File: config.mk
export PLATFORM = sky130hd
export DESIGN_NAME = int_to_float
export DESIGN_NICKNAME = d
export VERILOG_FILES = /design/src/rtl/int_to_float.sv
export SDC_FILE = /design/constraint.sdc
export NUM_CORES = 1
export LEC_CHECK = 0
export BUFFER_PORTS_ARGS = -buffer_cell sky130_fd_sc_hd__buf_2
export CELL_PAD_IN_SITES_DETAIL_PLACEMENT = 1
export CELL_PAD_IN_SITES_GLOBAL_PLACEMENT = 1
export CORE_MARGIN = 2
export CORE_UTILIZATION = 44
export CTS_BUF_LIST = sky130_fd_sc_hd__clkbuf_4 sky130_fd_sc_hd__clkbuf_8 sky130_fd_sc_hd__clkbuf_16
export CTS_CLUSTER_SIZE = 8
export DETAILED_ROUTE_END_ITERATION = 10
export PLACE_DENSITY_LB_ADDON = 0.2
export SYNTH_ARGS = -nofsm -noshare
export SYNTH_HDL_FRONTEND = slang
export SYNTH_SLANG_ARGS = --single-unit
export TNS_END_PERCENT = 20
File: constraint.sdc
create_clock -name clk -period 4 [get_ports clk]
set_input_delay 0.8 -clock clk [delete_from_list [all_inputs] [get_ports clk]]
set_output_delay 0.8 -clock clk [all_outputs]
set_load 0.005 [all_outputs]
File: src/rtl/int_to_float.sv
// int_to_float: converts a 32-bit two's-complement integer into an IEEE-754
// single-precision value using a multi-cycle state machine with stb/ack
// handshakes. Normalisation shifts one bit per cycle and rounding is
// round-to-nearest, ties-to-even.
`timescale 1ns/1ps
module int_to_float (
    input  logic        clk,
    input  logic        rst,
    input  logic [31:0] input_a,
    input  logic        input_a_stb,
    output logic        input_a_ack,
    output logic [31:0] output_z,
    output logic        output_z_stb,
    input  logic        output_z_ack
);

    localparam logic [2:0] GET_A     = 3'd0;
    localparam logic [2:0] CONVERT_0 = 3'd1;
    localparam logic [2:0] NORMALISE = 3'd2;
    localparam logic [2:0] EXTRACT   = 3'd3;
    localparam logic [2:0] ROUND     = 3'd4;
    localparam logic [2:0] PACK      = 3'd5;
    localparam logic [2:0] PUT_Z     = 3'd6;

    logic [2:0]  state_q,  state_d;
    logic [31:0] a_q,      a_d;
    logic [31:0] mag_q,    mag_d;
    logic [7:0]  exp_q,    exp_d;
    logic        sign_q,   sign_d;
    logic [23:0] man_q,    man_d;
    logic        guard_q,  guard_d;
    logic        round_q,  round_d;
    logic        sticky_q, sticky_d;
    logic [31:0] z_q,      z_d;
    logic        z_stb_q,  z_stb_d;
    logic        a_ack_q,  a_ack_d;

    assign input_a_ack  = a_ack_q;
    assign output_z     = z_q;
    assign output_z_stb = z_stb_q;

    // Next-state and datapath update for every conversion step
    always_comb begin
        state_d  = state_q;
        a_d      = a_q;
        mag_d    = mag_q;
        exp_d    = exp_q;
        sign_d   = sign_q;
        man_d    = man_q;
        guard_d  = guard_q;
        round_d  = round_q;
        sticky_d = sticky_q;
        z_d      = z_q;
        z_stb_d  = z_stb_q;
        a_ack_d  = a_ack_q;

        case (state_q)
            GET_A: begin
                if (a_ack_q && input_a_stb) begin
                    a_d     = input_a;
                    a_ack_d = 1'b0;
                    state_d = CONVERT_0;
                end else begin
                    a_ack_d = 1'b1;
                end
            end
            CONVERT_0: begin
                if (a_q == '0) begin
                    sign_d  = 1'b0;
                    // -127 modulo 256, so the packed biased exponent is 0
                    exp_d   = 8'h81;
                    man_d   = '0;
                    state_d = PACK;
                end else begin
                    sign_d  = a_q[31];
                    // 0x80000000 negates to itself, which is the correct magnitude
                    mag_d   = a_q[31] ? (~a_q + 32'd1) : a_q;
                    exp_d   = 8'd31;
                    state_d = NORMALISE;
                end
            end
            NORMALISE: begin
                if (mag_q[31]) begin
                    state_d = EXTRACT;
                end else begin
                    mag_d = {mag_q[30:0], 1'b0};
                    exp_d = exp_q - 8'd1;
                end
            end
            EXTRACT: begin
                man_d    = mag_q[31:8];
                guard_d  = mag_q[7];
                round_d  = mag_q[6];
                sticky_d = |mag_q[5:0];
                state_d  = ROUND;
            end
            ROUND: begin
                if (guard_q && (round_q || sticky_q || man_q[0])) begin
                    man_d = man_q + 24'd1;
                    if (man_q == '1) begin
                        exp_d = exp_q + 8'd1;
                    end
                end
                state_d = PACK;
            end
            PACK: begin
                z_d     = {sign_q, exp_q + 8'd127, man_q[22:0]};
                z_stb_d = 1'b1;
                state_d = PUT_Z;
            end
            PUT_Z: begin
                if (z_stb_q && output_z_ack) begin
                    z_stb_d = 1'b0;
                    a_ack_d = 1'b1;
                    state_d = GET_A;
                end
            end
            default: begin
                state_d = GET_A;
                a_ack_d = 1'b0;
                z_stb_d = 1'b0;
            end
        endcase
    end

    // State registers; reset wins over any other update in the same cycle
    always_ff @(posedge clk) begin
        if (rst) begin
            state_q  <= GET_A;
            a_q      <= '0;
            mag_q    <= '0;
            exp_q    <= '0;
            sign_q   <= 1'b0;
            man_q    <= '0;
            guard_q  <= 1'b0;
            round_q  <= 1'b0;
            sticky_q <= 1'b0;
            z_q      <= '0;
            z_stb_q  <= 1'b0;
            a_ack_q  <= 1'b0;
        end else begin
            state_q  <= state_d;
            a_q      <= a_d;
            mag_q    <= mag_d;
            exp_q    <= exp_d;
            sign_q   <= sign_d;
            man_q    <= man_d;
            guard_q  <= guard_d;
            round_q  <= round_d;
            sticky_q <= sticky_d;
            z_q      <= z_d;
            z_stb_q  <= z_stb_d;
            a_ack_q  <= a_ack_d;
        end
    end

endmodule

# Word level (Yosys, flattened, before mapping)
# Index checks and enable logic that the tools add are counted.
# classes
n_addsub,5
n_mul,0
div,0
magnitude_cmp,0
n_eq_ne,15
n_shift,0
muxes,23
n_bitwise,3
reduce_logical,21
# ops
operator,n
$mux 32,3
$pmux 24 s3,1
$pmux 32 s2,1
$mux 24,2
$add 32x1->32 const B,1
$logic_not 32->1,1
$mux 8,4
$not 32->32,1
$add 24x1->24 const B,1
$eq 24x24->1 const B,1
$pmux 8 s3,1
$pmux 3 s7,1
$ne 2x2->1 const B,8
$mux 3,4
$reduce_or 5->1,2
$eq 3x3->1 const B,3
$reduce_and 3->1,3
$add 8x1->8 const B,1
$add 8x7->8 const B,1
$reduce_and 2->1,4
$sub 8x1->8 const B,1
$eq 3x2->1 const B,2
$pmux 1 s3,2
$reduce_bool 3->1,2
9 further kinds,16
# totals
reg_bits,137
latchBits,0
ramBits,0
rom_bits,0
in_bits,36
output_inout_bits,34
word_cells,80
memories,0

# Longest topological paths before layout
# depth
word_depth,5
mapped_depth,12
ltp_nobuf,9

# Worst setup path after synthesis
# Ideal clock, no wire load.
# synth_timing
kind,register to register
from,register state_q[2]
to,register exp_q[7]
setup_time_ps,122
arrival_time_ps,2683
required_ps,3878
path_slack_ps,1195
path_stages_with_launch,13
n_path_buf,3
period_less_slack_ps,2805
cell_sequence,dfxtp_1 buf_2 nor3b_1 buf_2 inv_2 clkbuf_1 ha_1 and4_1 o311a_1 o31a_1 or3_1 nand3_1 a31oi_1
# synth_between
elab_chain_len,3
word_cells_on_any_way,9
classes_between,eq/ne: 6; mux: 1; reduce/logical: 2
# synth_lines
item,line,source
"start, declared",25,"logic [2:0] state_q, state_d;"
"start signal, assigned",142,state_q <= state_d;
"$eq 3x3->1, or another cell as far along",57,case (state_q)
$ne 2x2->1 (no line) or $reduce_bool 3->1 (tied branches),-,
$reduce_and 4->1 (no line),-,
"end signal, assigned",145,exp_q <= exp_d;
"end, declared",28,"logic [7:0] exp_q, exp_d;"
# Parallel ways exist; a longest one is shown, timed or not.
# A chain may end at the register's enable or synchronous reset.

# Worst setup path after layout
# Ends and elaborated chain as after synthesis.

==> reports/qor.txt <==
Status: completed
1st-pass router iterations: 5
H-tree depth: 4
Setup bufs post-CTS: 0
Clock-pin slew on the worst setup and hold paths: 0.06 ns
Internal power: 2891 uW
CP bufs+invs: 1
Fin Setup TNS: 0 ns
Place WS: 0.9541 ns
Area after DPL: 7477 um2
Drc violations: 0
DIE AREA: 17,050 um2
GRT overflow: 0
WP data arrival: 3.36 ns
Core Region: 15,770 um2
# hold bufs at CTS: 0
Resized cells post-CTS: 0
Clock Sinks: 137
Clk_skew: 0.007553 ns
Maximum clock frequency: 326.0 MHz
Root Buffer: clkbuf_16
Slew Limit Fails: 0
Most instantiated library cell after synthesis: nand2_1
CP peak stage delay: 0.67 ns
Startpoint types: flop
Max cap viols: 0
Net Switching: 1482 uW
Clk pwr share: 0.351
#FFs+latches synth: 137
Antenna Nets Post-Route: 0
Top FF cell, synth: dfxtp_1
Worst skew pair latency: 0.43 ns
Layout Cell Area excl Fill: 8059 um2
Clock tree buffer depth: 2
Clock period minus worst slack: 3.067 ns
Synth area leader: dfxtp_1
Comb pwr share: 0.257
FP Rows: 46
Worst Hold Class: reg2reg
CP Cell Sequence: nor3b_2, inv_2, ha_1, and4_1, o311a_1, o31a_1, or3_1, nand3_1, a31oi_1
Via count: 6,710
Final Hold Vio Count: 0
Avg Inst Size Synth: 7.714 um2
CP Max Fanout: 29
Sw Ratio: 0.3389
Vias in the first global route: 6,504
CP top delay family: simple AND/OR/NAND/NOR gates
Syn Nets: 957
Commonest cells in the netlist: 180 x nand2_1, 137 x dfxtp_1, 99 x a21oi_1
Critical path capture point type: flop
Worst relative slew slack: 0.3258
Syn. warnings: 0
CTS tree: done
Leak: 0.002878 uW
VDD IR max: 0.3246 mV
Layout cell share with drive strength beyond 1: 0.1369
Num ports: 70
Register share of total power: 0.391
Setup ws final: 0.9326 ns
Die height: 130.6 um
Number of synthesized flops with an enable pin: 0
Netlist cell types: 64
Port Buffer Count: 69
Routability Congestion: 0.8287
Die Wd: 130.6 um
Drt initial violations: 518
Initial core utilization: 0.4471
Avg WL per Cell: 17.00 um
Critical path required time: 4.29 ns
# diodes: 0
Post-synth top area share: 0.3890
Initial antenna violation count: 0
CP Class: reg2reg
Final wirelength: 19,940 um
P per Cell Area: 542.7 nW/um2
Total GRT Usage: 0.2424
CTS Buf Count: 17
Final Cycle Share: 0.7669
HPWL after detailed placement: 13,380 um
Final setup fails: 0
Asr flop ratio synth: 0
Cells after synthesis: 914
Actual slew at the worst max-slew pin: 1.010 ns
Dpl cells: 1,141
Largest net degree at the start of global routing: 56
Post-Syn Area: 7051 um2
CP max-delay cell: dfxtp_1
First-pass GRT wire length: 33,070 um
Area Growth Syn to Fin: 14.30%
Final non-filler cell total: 1,173
Vias/cell: 5.720
RSZ-0062 raised after global routing: no
Sequential share of the synthesized area: 0.3890
Final net count: 987
Largest cells by area after synthesis: dfxtp_1 39%, nand2_1 9.6%, a21oi_1 7.0%
Fill count: 2,016
-- power by group through the flow --
stage	Combinational (uW)	Sequential, uW	Clock, uW
finish	1130	1710	1540
floorplan	923	1630	0
global placement	1090	1730	0
detailed placement	1110	1740	0
global route	1260	1740	1620
CTS	1130	1710	1570
-- cell type report --
| type | instances | area [um2] | area share |
|---|---|---|---|
| flip-flops and latches | 137 | 2743 | 0.3403 |
| multi-input cells | 688 | 3959 | 0.4912 |
| repair buffers | 80 | 430.4 | 0.05341 |
| well taps | 216 | 270.3 | 0.03354 |
| clock buffers | 26 | 518.0 | 0.06428 |
| inverters | 20 | 75.07 | 0.009315 |
| clock inverters | 6 | 63.81 | 0.007918 |
-- kinds of logic (layout without fill, tap and decap cells) --
logic type	count (synthesis)	after routing	share of synthesized area
adder cells (fa/ha/maj)	7	7	0.01242
flip-flops	137	137	0.3890
AO/OA/AOI/OAI	271	271	0.2499
XOR/XNOR	47	47	0.05838
multiplexers	5	5	0.007099
AND/OR/NAND/NOR	358	358	0.2321
buffers and inverters	89	132	0.05111
-- registers in the layout, indices dropped and copies added (netlist names) --
signal        flops
sign_q            1
state_q           3
input_a_ack       1
mag_q            32
output_z_stb      1
output_z         32
guard_q           1
man_q            24
exp_q             8
round_q           1
a_q              32
sticky_q          1
-- placed cells by master (no fill, tap or decap), drive strengths merged, types with 13 or more instances in the layout --
cell type,instances
nand3,17
nand2,180
xnor2,37
clkbuf,26
buf,80
nor2,60
a21oi,100
a221oi,26
dfxtp,137
inv,20
nor4,13
o21ai,50
a211oi,22
o31ai,13
nor3,36
-- stage by stage --
step	util	power, uW	hold WS (ns)
finish	0.5110	4373	0.4494
global route	0.5110	4621	0.4711
CTS	0.5110	4399	0.4530
detailed placement	0.4741	2850	0.4451
global placement	0.4741	2817	0.4388
floorplan	-	2550	0.4321
-- path summary, 6_finish.rpt --
kind,startpoint,end,slack [ns],depth (start not counted)
hold reg to reg,output_z[0],output_z[0],0.45,2
setup reg to reg,state_q[2],exp_q[7],0.93,9
hold / removal,output_z[0],output_z[0],0.45,2
setup / recovery,state_q[2],exp_q[7],0.93,9
-- routing by layer --
layer	up-vias	GRT usage	routed length, um	share of wire
met5	-	0	0	0
met2	126	0.3983	9435	0.47
li1	3337	-	-	-
met3	16	0.04112	597	0.030
met4	0	0.07134	239	0.012
met1	3231	0.3286	9664	0.48
-- worst register-to-register path, cell delays in order (launching register included) --
cell and delay [ns]:
dfxtp_1 0.67, nor3b_2 0.32, inv_2 0.25, ha_1 0.44, and4_1 0.25, o311a_1 0.31
o31a_1 0.25, or3_1 0.31, nand3_1 0.09, a31oi_1 0.07
No activity file was read; power rests on OpenSTA's default activity.
